===== config.mk =====
export PLATFORM = sky130hd
export DESIGN_NAME = multimode_count_shift
export DESIGN_NICKNAME = d
export VERILOG_FILES = /design/src/rtl/mcs_pkg.sv /design/src/rtl/mcs_op_unit.sv /design/src/rtl/multimode_count_shift.sv
export SDC_FILE = /design/constraint.sdc
export NUM_CORES = 1
export LEC_CHECK = 0
export CAP_MARGIN = 20
export CORE_MARGIN = 2
export CORE_UTILIZATION = 44
export DETAILED_ROUTE_END_ITERATION = 6
export PLACE_DENSITY = 0.68
export SYNTH_ARGS = -nofsm -noshare
export SYNTH_HDL_FRONTEND = slang
export SYNTH_HIERARCHICAL = 1
export SYNTH_SLANG_ARGS = --single-unit

===== constraint.sdc =====
create_clock -name clock -period 4.3 [get_ports clock]
set_input_delay 0.86 -clock clock [delete_from_list [all_inputs] [get_ports clock]]
set_output_delay 0.86 -clock clock [all_outputs]
set_load 0.05 [all_outputs]

===== src/rtl/mcs_pkg.sv =====
`default_nettype none
// ============================================================================
//  Module      : mcs_pkg
//  Description : Shared types for the multimode count/shift register:
//                operation-mode enum and burst FSM state constants.
//  Revision    : 1.0  initial release
// ============================================================================
package mcs_pkg;

    // Operation applied to the register at a clock edge
    typedef enum logic [2:0] {
        MODE_HOLD   = 3'b000,
        MODE_COUNT  = 3'b001,
        MODE_SHIFT  = 3'b010,
        MODE_ROTATE = 3'b011,
        MODE_ASHIFT = 3'b100,
        MODE_LOAD   = 3'b101,
        MODE_PRESET = 3'b110,
        MODE_CLEAR  = 3'b111
    } mode_e;

    // Burst sequencer state encoding
    typedef logic [1:0] mcs_state_t;
    localparam mcs_state_t ST_IDLE = 2'd0;
    localparam mcs_state_t ST_RUN  = 2'd1;
    localparam mcs_state_t ST_DONE = 2'd2;

endpackage : mcs_pkg
`default_nettype wire


===== src/rtl/mcs_op_unit.sv =====
`default_nettype none
// ============================================================================
//  Module      : mcs_op_unit
//  Description : Combinational next-value and carry/borrow computation for
//                the multimode register. Pure function of its inputs.
//  Ports       : count_i     current register value
//                mode_i      operation select
//                direction_i 0 = up/left, 1 = down/right
//                step_i      count magnitude (zero-extended)
//                load_val_i  parallel load data
//                next_o      value the register takes if the op is applied
//                carry_o     carry-out (up) or borrow (down) of COUNT
//  Config      : MCS_SATURATE_EN - COUNT clamps instead of wrapping
//  Revision    : 1.0  initial release
// ============================================================================
module mcs_op_unit
    import mcs_pkg::*;
#(
    parameter int               WIDTH      = 16,
    parameter int               STEP_W     = 4,
    parameter logic [15:0]      PRESET_VAL = 16'h1382
) (
    input  logic [WIDTH-1:0]    count_i,
    input  mode_e               mode_i,
    input  logic                direction_i,
    input  logic [STEP_W-1:0]   step_i,
    input  logic [WIDTH-1:0]    load_val_i,
    output logic [WIDTH-1:0]    next_o,
    output logic                carry_o
);

    // Padding on the left makes PRESET_VAL either truncate or zero-extend
    // to WIDTH with one slice, whichever way WIDTH compares to 16.
    localparam logic [WIDTH+15:0] c_preset_ext = {{WIDTH{1'b0}}, PRESET_VAL};
    localparam logic [WIDTH-1:0]  c_preset     = c_preset_ext[WIDTH-1:0];

    // One extra bit above the register catches carry-out / borrow.
    logic [WIDTH:0] w_step_ext;
    logic [WIDTH:0] w_sum_up;
    logic [WIDTH:0] w_sum_dn;

    assign w_step_ext = {{(WIDTH+1-STEP_W){1'b0}}, step_i};
    assign w_sum_up   = {1'b0, count_i} + w_step_ext;
    assign w_sum_dn   = {1'b0, count_i} - w_step_ext;

    always_comb begin
        next_o  = count_i;
        carry_o = 1'b0;
        case (mode_i)
            MODE_HOLD: begin
                next_o = count_i;
            end
            MODE_COUNT: begin
                if (!direction_i) begin
                    carry_o = w_sum_up[WIDTH];
`ifdef MCS_SATURATE_EN
                    next_o  = w_sum_up[WIDTH] ? {WIDTH{1'b1}} : w_sum_up[WIDTH-1:0];
`else
                    next_o  = w_sum_up[WIDTH-1:0];
`endif
                end else begin
                    carry_o = w_sum_dn[WIDTH];
`ifdef MCS_SATURATE_EN
                    next_o  = w_sum_dn[WIDTH] ? {WIDTH{1'b0}} : w_sum_dn[WIDTH-1:0];
`else
                    next_o  = w_sum_dn[WIDTH-1:0];
`endif
                end
            end
            MODE_SHIFT: begin
                next_o = direction_i ? {1'b0, count_i[WIDTH-1:1]}
                                     : {count_i[WIDTH-2:0], 1'b0};
            end
            MODE_ROTATE: begin
                next_o = direction_i ? {count_i[0], count_i[WIDTH-1:1]}
                                     : {count_i[WIDTH-2:0], count_i[WIDTH-1]};
            end
            MODE_ASHIFT: begin
                // Left arithmetic shift is the same as a logical left shift
                next_o = direction_i ? {count_i[WIDTH-1], count_i[WIDTH-1:1]}
                                     : {count_i[WIDTH-2:0], 1'b0};
            end
            MODE_LOAD: begin
                next_o = load_val_i;
            end
            MODE_PRESET: begin
                next_o = c_preset;
            end
            MODE_CLEAR: begin
                next_o = {WIDTH{1'b0}};
            end
            default: begin
                next_o = count_i;
            end
        endcase
    end

endmodule : mcs_op_unit
`default_nettype wire


===== src/rtl/multimode_count_shift.sv =====
`default_nettype none
// ============================================================================
//  Module      : multimode_count_shift
//  Description : General-purpose WIDTH-bit datapath register with eight
//                operation modes. Ops run one per cycle while enable is high,
//                or as a self-timed burst of burst_len ops launched by start.
//  Ports       : clock        rising-edge clock
//                reset        asynchronous, active-low
//                enable       level, one live op per cycle while idle
//                start        pulse, launch a burst while idle
//                burst_len    number of ops in a burst (0 = done only)
//                mode         operation select
//                direction    0 = up/left, 1 = down/right
//                step         count magnitude
//                load_val     parallel load data
//                clear_flags  clear sticky overflow
//                count        register value
//                busy         burst in progress
//                done         one-cycle burst completion pulse
//                overflow     sticky carry/borrow flag
//                zero         count == 0 (combinational)
//  Config      : MCS_SATURATE_EN - COUNT saturates instead of wrapping
//  Revision    : 1.0  initial release
// ============================================================================
module multimode_count_shift
    import mcs_pkg::*;
#(
    parameter int               WIDTH      = 16,
    parameter int               STEP_W     = 4,
    parameter int               BURST_W    = 4,
    parameter logic [15:0]      PRESET_VAL = 16'h1382
) (
    input  logic                clock,
    input  logic                reset,
    input  logic                enable,
    input  logic                start,
    input  logic [BURST_W-1:0]  burst_len,
    input  logic [2:0]          mode,
    input  logic                direction,
    input  logic [STEP_W-1:0]   step,
    input  logic [WIDTH-1:0]    load_val,
    input  logic                clear_flags,
    output logic [WIDTH-1:0]    count,
    output logic                busy,
    output logic                done,
    output logic                overflow,
    output logic                zero
);

    mcs_state_t          state_q,        state_d;
    logic [WIDTH-1:0]    count_q,        count_d;
    logic [BURST_W-1:0]  remaining_q,    remaining_d;
    mode_e               shadow_mode_q,  shadow_mode_d;
    logic                shadow_dir_q,   shadow_dir_d;
    logic [STEP_W-1:0]   shadow_step_q,  shadow_step_d;
    logic                overflow_q,     overflow_d;
    logic                busy_q;
    logic                done_q;

    logic                op_apply;
    mode_e               op_mode;
    logic                op_dir;
    logic [STEP_W-1:0]   op_step;
    logic [WIDTH-1:0]    op_next;
    logic                op_carry;

    // During a burst the captured op drives the unit; live inputs otherwise.
    assign op_mode = (state_q == ST_RUN) ? shadow_mode_q : mode_e'(mode);
    assign op_dir  = (state_q == ST_RUN) ? shadow_dir_q  : direction;
    assign op_step = (state_q == ST_RUN) ? shadow_step_q : step;

    mcs_op_unit #(
        .WIDTH      (WIDTH),
        .STEP_W     (STEP_W),
        .PRESET_VAL (PRESET_VAL)
    ) u_op_unit (
        .count_i     (count_q),
        .mode_i      (op_mode),
        .direction_i (op_dir),
        .step_i      (op_step),
        .load_val_i  (load_val),
        .next_o      (op_next),
        .carry_o     (op_carry)
    );

    always_comb begin
        state_d       = state_q;
        remaining_d   = remaining_q;
        shadow_mode_d = shadow_mode_q;
        shadow_dir_d  = shadow_dir_q;
        shadow_step_d = shadow_step_q;
        op_apply      = 1'b0;

        case (state_q)
            ST_IDLE: begin
                // start outranks enable; a zero-length burst only pulses done
                if (start) begin
                    if (burst_len != '0) begin
                        shadow_mode_d = mode_e'(mode);
                        shadow_dir_d  = direction;
                        shadow_step_d = step;
                        remaining_d   = burst_len;
                        state_d       = ST_RUN;
                    end else begin
                        state_d       = ST_DONE;
                    end
                end else if (enable) begin
                    op_apply = 1'b1;
                end
            end
            ST_RUN: begin
                op_apply    = 1'b1;
                remaining_d = remaining_q - BURST_W'(1);
                if (remaining_q == BURST_W'(1)) begin
                    state_d = ST_DONE;
                end
            end
            ST_DONE: begin
                state_d = ST_IDLE;
            end
            default: begin
                state_d = ST_IDLE;
            end
        endcase

        count_d = op_apply ? op_next : count_q;

        // A new carry/borrow beats a simultaneous clear request
        if (op_apply && op_carry) begin
            overflow_d = 1'b1;
        end else if (clear_flags) begin
            overflow_d = 1'b0;
        end else begin
            overflow_d = overflow_q;
        end
    end

    always_ff @(posedge clock or negedge reset) begin
        if (!reset) begin
            state_q       <= ST_IDLE;
            count_q       <= '0;
            remaining_q   <= '0;
            shadow_mode_q <= MODE_HOLD;
            shadow_dir_q  <= 1'b0;
            shadow_step_q <= '0;
            overflow_q    <= 1'b0;
            busy_q        <= 1'b0;
            done_q        <= 1'b0;
        end else begin
            state_q       <= state_d;
            count_q       <= count_d;
            remaining_q   <= remaining_d;
            shadow_mode_q <= shadow_mode_d;
            shadow_dir_q  <= shadow_dir_d;
            shadow_step_q <= shadow_step_d;
            overflow_q    <= overflow_d;
            busy_q        <= (state_d == ST_RUN);
            // done follows the DONE state by one cycle, so it appears one
            // cycle after the final count update of the burst
            done_q        <= (state_q == ST_DONE);
        end
    end

    assign count    = count_q;
    assign busy     = busy_q;
    assign done     = done_q;
    assign overflow = overflow_q;
    assign zero     = (count_q == '0);

endmodule : multimode_count_shift
`default_nettype wire


---- Word-level counts from Yosys, hierarchy flattened ----
Cells that the tools add are included.
storage, ports and cells
  register bits after elaboration ......... 33
  latch bits .............................. 0
  memory bits (writable) .................. 0
  bits in read-only memories .............. 0
  bits of input ports ..................... 33
  output and inout port bits .............. 20
  word-level logic and storage cells ...... 61
  memories kept ........................... 0
cells by class
  add/subtract/negate cells ............... 3
  multiply operators ...................... 0
  divide/modulo/power cells ............... 0
  $lt $le $gt $ge ......................... 0
  eq/ne operators ......................... 14
  shift-type cells ........................ 0
  mux-type cells .......................... 22
  bitwise operators ....................... 1
  reductions and logical operators ........ 11
operators with widths
  kind                                                                    count
  16-bit case mux with 7 select lines                                     1
  16-bit 2-to-1 mux                                                       4
  16-bit by 4-bit adder with 17-bit output                                1
  16-bit by 4-bit subtractor with 17-bit output                           1
  16-bit logical NOT                                                      1
  3-bit equality test (second input constant)                             4
  4-bit 2-to-1 mux                                                        3
  3-bit AND reduction                                                     3
  4-bit case mux with 2 select lines                                      1
  1-bit 2-to-1 mux                                                        7
  3-bit by 2-bit equality test with 1-bit output (second input constant)  2
  2-bit 2-to-1 mux                                                        3
  2-bit != test (second input constant)                                   3
  2-bit by 1-bit equality test with 1-bit output (second input constant)  2
  4-bit by 1-bit equality test with 1-bit output (second input constant)  1
  2-bit case mux with 2 select lines                                      1
  2-bit nonzero test                                                      2
  4-bit nonzero test                                                      1
  4-bit by 1-bit subtractor with 4-bit output (second input constant)     1
  3-bit by 1-bit equality test with 1-bit output (second input constant)  1
  3-bit logical NOT                                                       1
  3-bit 2-to-1 mux                                                        1
  2-bit equality test (second input constant)                             1
  2-bit logical NOT                                                       1
  other kinds (4)                                                         4

---- Logic depth before layout (Yosys ltp) ----
Gate-level depths: netlist of the first run.
  depth after elaboration ................. 7
  gate-level depth with buffers ........... 14
  gate-level depth less buffers ........... 12

---- Modules after synthesis ----
Netlist of the first run, hierarchy kept.
by module, submodules not included
  module                 instances  cells an instance  area each (um^2)  sequential area each (um^2)
  mcs_op_unit            1          244                1616.6            0.0
  multimode_count_shift  1          112                1516.5            825.8

---- Least setup slack after synthesis of the first run ----
OpenSTA, ideal clock, no wires.
  kind .................................... flip-flop to flip-flop
  from .................................... register state_q[1]
  to ...................................... register count_q[14], in the netlist count[14]
  setup time .............................. 0.125 ns
  arrival time ............................ 3.272 ns
  data required time ...................... 4.175 ns
  slack ................................... 0.903 ns
  cell stages (with the launch flop) ...... 15
  buffers on the path ..................... 3
  clock period less this slack ............ 3.397 ns
  cell sequence ........................... dfrtp_1 nor2b_1 buf_2 mux2_2 inv_1 ha_1 clkbuf_1 and3b_1 a211o_1 or2_2 clkbuf_1 o2bb2ai_1 a21oi_1 o2bb2a_1 mux2_2
on the way
  longest elaborated chain between the ends .. 5
  elaborated cells on any way between the ends .. 23
  those cells by class .................... add/sub: 2; eq/ne: 8; mux: 9; bitwise: 1; reduce/logical: 3
RTL lines
  item                                                                                                              line                                  source
  start, declared                                                                                                   multimode_count_shift.sv:50           mcs_state_t state_q, state_d;
  start signal, assigned                                                                                            multimode_count_shift.sv:150          state_q <= state_d;
  2-bit by 1-bit equality test with 1-bit output *                                                                  multimode_count_shift.sv:70           assign op_step = (state_q == ST_RUN) ? shadow_step_q : step;
  4-bit 2-to-1 mux *                                                                                                multimode_count_shift.sv:70
  net op_step[2]                                                                                                    multimode_count_shift.sv:63           logic [STEP_W-1:0] op_step;
  16-bit by 4-bit adder with 17-bit output / 16-bit by 4-bit subtractor with 17-bit output (equally long branches)  mcs_op_unit.sv:43, mcs_op_unit.sv:44
  16-bit 2-to-1 mux *                                                                                               mcs_op_unit.sv:54                     if (!direction_i) begin
  16-bit case mux with 7 select lines *                                                                             mcs_op_unit.sv:49                     case (mode_i)
  net op_next[14]                                                                                                   multimode_count_shift.sv:64           logic [WIDTH-1:0] op_next;
  end signal, assigned                                                                                              multimode_count_shift.sv:151          count_q <= count_d;
  end, declared                                                                                                     multimode_count_shift.sv:51           logic [WIDTH-1:0] count_q, count_d;
Mark *: on every way through the listed nets, which the timed path passes. The rest lies on a longest branch. The select of a mux whose other input is x is not followed.
A chain may end at the register's enable or synchronous reset.

---- Final worst setup path of the first run ----
  from .................................... input step[1]
  to ...................................... register count_q[7], in the netlist count[7]
on the way
  longest elaborated chain between the ends .. 4
  elaborated cells on any way between the ends .. 5
  those cells by class .................... add/sub: 2; mux: 3
RTL lines
  item                                                                                                              line                                  source
  start, declared                                                                                                   multimode_count_shift.sv:40           input logic [STEP_W-1:0] step,
  4-bit 2-to-1 mux *                                                                                                multimode_count_shift.sv:70
  net op_step[1]                                                                                                    multimode_count_shift.sv:63
  16-bit by 4-bit adder with 17-bit output / 16-bit by 4-bit subtractor with 17-bit output (equally long branches)  mcs_op_unit.sv:43, mcs_op_unit.sv:44
  16-bit 2-to-1 mux *                                                                                               mcs_op_unit.sv:54
  16-bit case mux with 7 select lines *                                                                             mcs_op_unit.sv:49
  net op_next[7]                                                                                                    multimode_count_shift.sv:64
Mark *: on every way through the listed nets, which the timed path passes. The rest lies on a longest branch.

==> flow_summary.yaml, run 1 <==
timing:
  rsz0062_at_grt: "no"
  finalMaxSlewViolations: 0
  max_slew.worst_pin.slew_ns: 0.668
  fin_skew_ns: 0.0101
  finalSetupTns_ns: 0
  max-slew-margin-rel: 0.554
  final-setup-viol-count: 0
  min_period_over_period: 0.814
  final_hold_viol_count: 0
  period_needed_ns: 3.50
  fmax_mhz: 286
clock_tree:
  htreeDepth: 2
  insertion_delay_ns: 0.29
  cts_root_buf: "clkbuf_8"
  cts_resized: 0
  cts_setup_buffers: 0
  cts_tree: "yes"
  clockBufferDepth: 2
  cts_sinks: 33
  cts_made_buffers: 5
  cts_hold_buffers: 0
  clk_pin_slew_worst_paths_ns: 0.08
synthesis:
  synth.area.top_cells: "dfrtp_1 (26%), mux2_2 (12%), a21oi_1 (5.4%), ha_1 (4.4%), mux2i_1 (4.2%)"
  synth_top_area_cell: "dfrtp_1"
  netlist_instances: 356
  ys_ff_latch: 33
  syn_area_um2: 3130
  synthesis.nets: 402
  synth_flop_cell: "dfrtp_1"
  syn_avg_cell_area_um2: 8.80
  ys_types: 66
  ys_warn_count: 6
  synth-edff-count: 0
  seq_area_frac_synth: 0.264
  async_flop_share: 1.00
  synth.top_cell.area_share: 0.264
critical_path:
  reg2regPathDepth: 12
  startpoint_type: "input port"
  crit_type: "in -> reg"
  reg2reg_slack_ns: 0.84
  r2r-end: "count[7]"
  crit_fanout: 3
  rr_startpoint: "state_q[1]"
  worstSetupEndpointType: "flip-flop"
  cp.required_ns: 4.49
  crit_arrival_ns: 3.69
layout:
  syn_to_final_growth_pct: 19.8
  final_common_cell: "clkdlybuf4s50_1"
  antennaDiodeCount: 0
  final_nets: 439
  drive_gt1_frac: 0.157
  final_cell_mix: "clkdlybuf4s50_1 (52), a21oi_1 (34), mux2_2 (34)"
detailed_routing:
  drtAntennaViolNets: 0
  wirelength_um: 8490
  wire_per_inst_um: 17.3
  first_pass_iters: 5
  vias_per_cell: 6.10
  via_count: 2987
  drt_iter0_drc: 335
  drc_errors: 0
global_routing:
  grt_max_degree: 34
  grt_pass1_vias: 2741
  antenna_found_initial: 0
  grt-ovfl-total: 0
  grt_pass1_wl_um: 13400
  grt_usage: 0.219
run:
  drv_cap: 0
outcome:
  status: "completed"
hold_path:
  hold_class: "reg -> reg"
  min_to: "shadow_mode_q[2]"
  holdPathStages: 1
  min_from: "shadow_mode_q[2]"
place:
  place_congestion: 0.879
  numPortBuffers: 52
  hpwl_um: 5950
floorplanning:
  fp.coreArea_um2: 6830
  num_io_pins: 53
  start_util: 0.459
  dieWidth_um: 88.4
  rows: 30
  dieArea_um2: 7810
  fp.dieH_um: 88.4
synth_stat cells (6+ instances only):
cell,instances
mux2_2,34
o22a_1,8
nor2_1,16
mux2i_1,13
o22ai_1,11
nand2_1,18
nor4_1,6
o21ai_0,18
a31oi_1,8
o21a_1,10
nor2b_1,7
ha_1,11
clkbuf_1,14
a21oi_1,34
dfrtp_1,33
inv_1,19
nand2b_1,6
stage by stage:
step | cells | worst slack [ns] | hold slack, ns | util | instance area (um2)
detailed placement | 482 | 0.571 | 0.491 | 0.537 | 3670
finish | 490 | 0.799 | 0.504 | 0.549 | 3750
CTS | 490 | 0.865 | 0.508 | 0.549 | 3750
global route | 490 | 0.683 | 0.517 | 0.549 | 3750
global placement | 482 | 0.620 | 0.481 | 0.537 | 3670
floorplan | 356 | 0.903 | 0.474 | - | 3130
kinds of logic after synthesis:
logic type,Yosys count,synth area share
flops,33,0.264
xor+xnor,3,0.00839
buf+inv,45,0.0655
fa+ha+maj,13,0.0567
mux,48,0.171
simple gates,88,0.161
compound gates,126,0.274
critical path, stage by stage:
cell	delay, ns
clkdlybuf4s50_1	0.42
mux2_2	0.31
inv_1	0.11
ha_1	0.24
nand2b_1	0.17
a211oi_1	0.47
o21ai_0	0.30
o22ai_1	0.25
a21oi_1	0.10
o22a_1	0.21
mux2_2	0.26
how the worst max path moves through the flow:
| stage | from | end | slack, ns | depth (start not counted) |
|---|---|---|---|---|
| floorplan | state_q[1] | count[14] | 0.90 | 14 |
| global placement | step[1] | count[11] | 0.62 | 11 |
| detailed placement | step[1] | count[11] | 0.57 | 11 |
| CTS | step[1] | count[11] | 0.87 | 11 |
| global route | state_q[1] | count[7] | 0.68 | 12 |
| finish | step[1] | count[7] | 0.80 | 11 |
routing by layer:
| layer | vias to the layer above | routed length, um | GRT usage |
|---|---|---|---|
| met3 | 8 | 549 | 0.0336 |
| met4 | 0 | 77 | 0.0592 |
| li1 | 1409 | - | - |
| met2 | 133 | 3940 | 0.344 |
| met5 | - | 0 | 0 |
| met1 | 1437 | 3920 | 0.313 |
layout make-up:
| type | instances | area (um2) |
|---|---|---|
| Fill cell | 642 | 3080 |
| Multi-Input combinational cell | 278 | 2100 |
| Sequential cell | 33 | 826 |
| Timing Repair Buffer | 55 | 543 |
| Tap cell | 96 | 120 |
| Inverter | 20 | 75.1 |
| Clock buffer | 5 | 68.8 |
| Clock inverter | 3 | 17.5 |
state kept, by name, indices dropped and copies added, names as in the netlist:
signal / count
count: 16
remaining_q: 4
shadow_step_q: 4
shadow_mode_q: 3
state_q: 2
busy: 1
done: 1
overflow: 1
shadow_dir_q: 1
Power of run 1 is left out: the tool's default activity adds up to more than one toggle a clock period on the data nets, which glitch-free logic cannot reach.
==> run 2: changes to the inputs <==
--- a/config.mk
+++ b/config.mk
@@ -9,7 +9,7 @@
 export CORE_MARGIN = 2
 export CORE_UTILIZATION = 44
 export DETAILED_ROUTE_END_ITERATION = 6
-export PLACE_DENSITY = 0.68
+export PLACE_DENSITY = 0.71
 export SYNTH_ARGS = -nofsm -noshare
 export SYNTH_HDL_FRONTEND = slang
 export SYNTH_HIERARCHICAL = 1
==> constraint.sdc (replaced) <==
create_clock -name clock -period 3 [get_ports clock]
set_input_delay 0.6 -clock clock [delete_from_list [all_inputs] [get_ports clock]]
set_output_delay 0.6 -clock clock [all_outputs]
set_load 0.05 [all_outputs]
==> flow_summary.yaml, run 2 (synthesized netlist as in run 1, its figures left out) <==
layout:
  multi_input_area_um2: 2290
  final_nets: 489
  final_common_cell: "clkdlybuf4s50_1"
  antennaDiodeCount: 0
  nFillCells: 575
  drive_gt1_frac: 0.300
  largest_reg_flops: 16
  syn_to_final_growth_pct: 40.5
  seq_area_um2: 827
  fin_util: 0.645
  fin_area_um2: 4400
  final_cell_mix: "clkdlybuf4s50_1 (51), buf_4 (48), a21oi_1 (33)"
critical_path:
  crit_arrival_ns: 3.19
  crit_top_cell: "mux2_4"
  slowest_stage: "dfrtp_2"
  reg2regPathDepth: 12
  crit_path_cell_trace: "nor2b_4 -> buf_6 -> mux2_4 -> inv_2 -> ha_4 -> and3b_1 -> a211o_1 -> or2_4 -> o2bb2ai_4 -> a21oi_1 -> o2bb2a_2 -> mux2_4"
  crit_path_end: "count[14]"
  cp_num_buf_inv: 2
  reg2reg_slack_ns: -0.001
  r2r-end: "count[14]"
  cp.depth: 12
  crit_fanout: 7
  cp.required_ns: 3.19
  rr_startpoint: "state_q[1]"
  worstSetupEndpointType: "flip-flop"
  critPathTopFamily: "compound AO/OA/AOI/OAI gates"
  crit_type: "reg -> reg"
  crit_path_start: "state_q[1]"
  critical_path.max_stage_delay_ns: 0.42
  startpoint_type: "flip-flop"
clock_tree:
  cts_sinks: 33
  cts_root_buf: "clkbuf_8"
  cts_made_buffers: 5
  cts_hold_buffers: 0
  htreeDepth: 2
  insertion_delay_ns: 0.30
  cts_tree: "yes"
  clockBufferDepth: 2
  clk_pin_slew_worst_paths_ns: 0.08
hold_path:
  hold_class: "reg -> reg"
global_routing:
  antenna_found_initial: 0
  grt_pass1_wl_um: 14900
  grt_pass1_vias: 3031
  grt_max_degree: 34
  grt.met2_usage: 0.389
  met3_usage: 0.0364
  grt-ovfl-total: 0
  grt_busiest_layer: "met2"
  met1_usage: 0.353
  grt_usage: 0.245
run:
  drv_cap: 0
detailed_routing:
  wire_per_inst_um: 17.3
  vias_per_cell: 5.95
  first_pass_iters: 5
  wirelength_um: 9350
  drt_iter0_drc: 283
  drc_errors: 0
  via_count: 3214
  drtAntennaViolNets: 0
outcome:
  violations: "negative setup slack"
  status: "finished with violations"
floorplanning:
  fp.dieH_um: 88.4
  num_io_pins: 53
  dieWidth_um: 88.4
  rows: 30
  dieArea_um2: 7810
  fp.coreArea_um2: 6830
  start_util: 0.459
timing:
  fin_ws_ns: -0.00149
  final_hold_viol_count: 0
  max_slew.worst_pin.slew_ns: 0.676
  min_period_over_period: 1.00
  hold_slack_ns: 0.510
  final-setup-viol-count: 1
  max-slew-margin-rel: 0.548
  fmax_mhz: 333
  rsz0062_at_grt: "yes"
  finalMaxSlewViolations: 0
  fin_skew_ns: 0.00970
  period_needed_ns: 3.00
place:
  hpwl_um: 6870
  dpl-instance-area_um2: 4120
  numPortBuffers: 52
  place_congestion: 0.901
==> run 2: cell count changes in the layout (fill, tap and decap cells not counted), moves of 3 or more <==
| cell | previous run | this run |
|---|---|---|
| mux2_2 | 34 | 30 |
| o21ai_0 | 18 | 14 |
| buf_4 | 3 | 48 |
| o21ai_1 | 0 | 3 |
| buf_12 | 0 | 4 |
| ha_4 | 0 | 3 |
| ha_1 | 11 | 7 |
| mux2_4 | 0 | 4 |
==> run 2: worst reg2reg max path, cell delays in order (launching register included) <==
cell	delay, ns
dfrtp_2	0.42
nor2b_4	0.25
buf_6	0.14
mux2_4	0.30
inv_2	0.07
ha_4	0.22
and3b_1	0.17
a211o_1	0.30
or2_4	0.28
o2bb2ai_4	0.16
a21oi_1	0.08
o2bb2a_2	0.24
mux2_4	0.25
==> run 2: timing repair <==
action | 4_1_cts | 5_1_grt
pin swaps | 1 | 5
setup buffers | 1 | 4
gates resized for setup | 4 | 23
endpoints found under the setup margin | 2 | 11
gates cloned | 0 | 0
==> run 2: per-stage QoR <==
stage	worst slack, ns	setup TNS [ns]	instances
3_3_place_gp	-0.342	-2.61	527
4_1_cts	-0.00491	-0.00491	536
2_1_floorplan	-0.0504	-0.0841	356
3_5_place_dp	-0.412	-3.10	527
6_report	-0.00149	-0.00149	540
5_1_grt	-0.120	-0.607	540
==> run 2: how the worst min path moves through the flow <==
stage,from,to,cells after the start
final,shadow_mode_q[0],shadow_mode_q[0],1
after global routing,shadow_step_q[3],shadow_step_q[3],1
after CTS,shadow_dir_q,shadow_dir_q,1
after detailed placement,shadow_mode_q[0],shadow_mode_q[0],1
after global placement,shadow_mode_q[2],shadow_mode_q[2],1
after floorplan,reset,busy,0
==> run 2: layout make-up <==
class / instances / area share
Timing Repair Buffer: 105 / 0.221
Clock inverter: 1 / 0.00682
Tap cell: 96 / 0.0273
Inverter: 20 / 0.0176
Multi-Input combinational cell: 278 / 0.519
Sequential cell: 33 / 0.188
Clock buffer: 7 / 0.0196
==> run 2: layer usage <==
metal	share of wire	up-vias
met2	0.46	151
met1	0.46	1535
li1	-	1509
met5	0	-
met3	0.058	19
met4	0.016	0
Power of run 2 is left out for the same reason.
==> run 3: changes to the inputs <==
--- a/config.mk
+++ b/config.mk
@@ -5,7 +5,7 @@
 export SDC_FILE = /design/constraint.sdc
 export NUM_CORES = 1
 export LEC_CHECK = 0
-export CAP_MARGIN = 20
+export CAP_MARGIN = 30
 export CORE_MARGIN = 2
 export CORE_UTILIZATION = 44
 export DETAILED_ROUTE_END_ITERATION = 6
==> results of run 3 <==
Final layout, timing and power as in run 2 (identical DEF).
Power of run 3 is left out for the same reason.
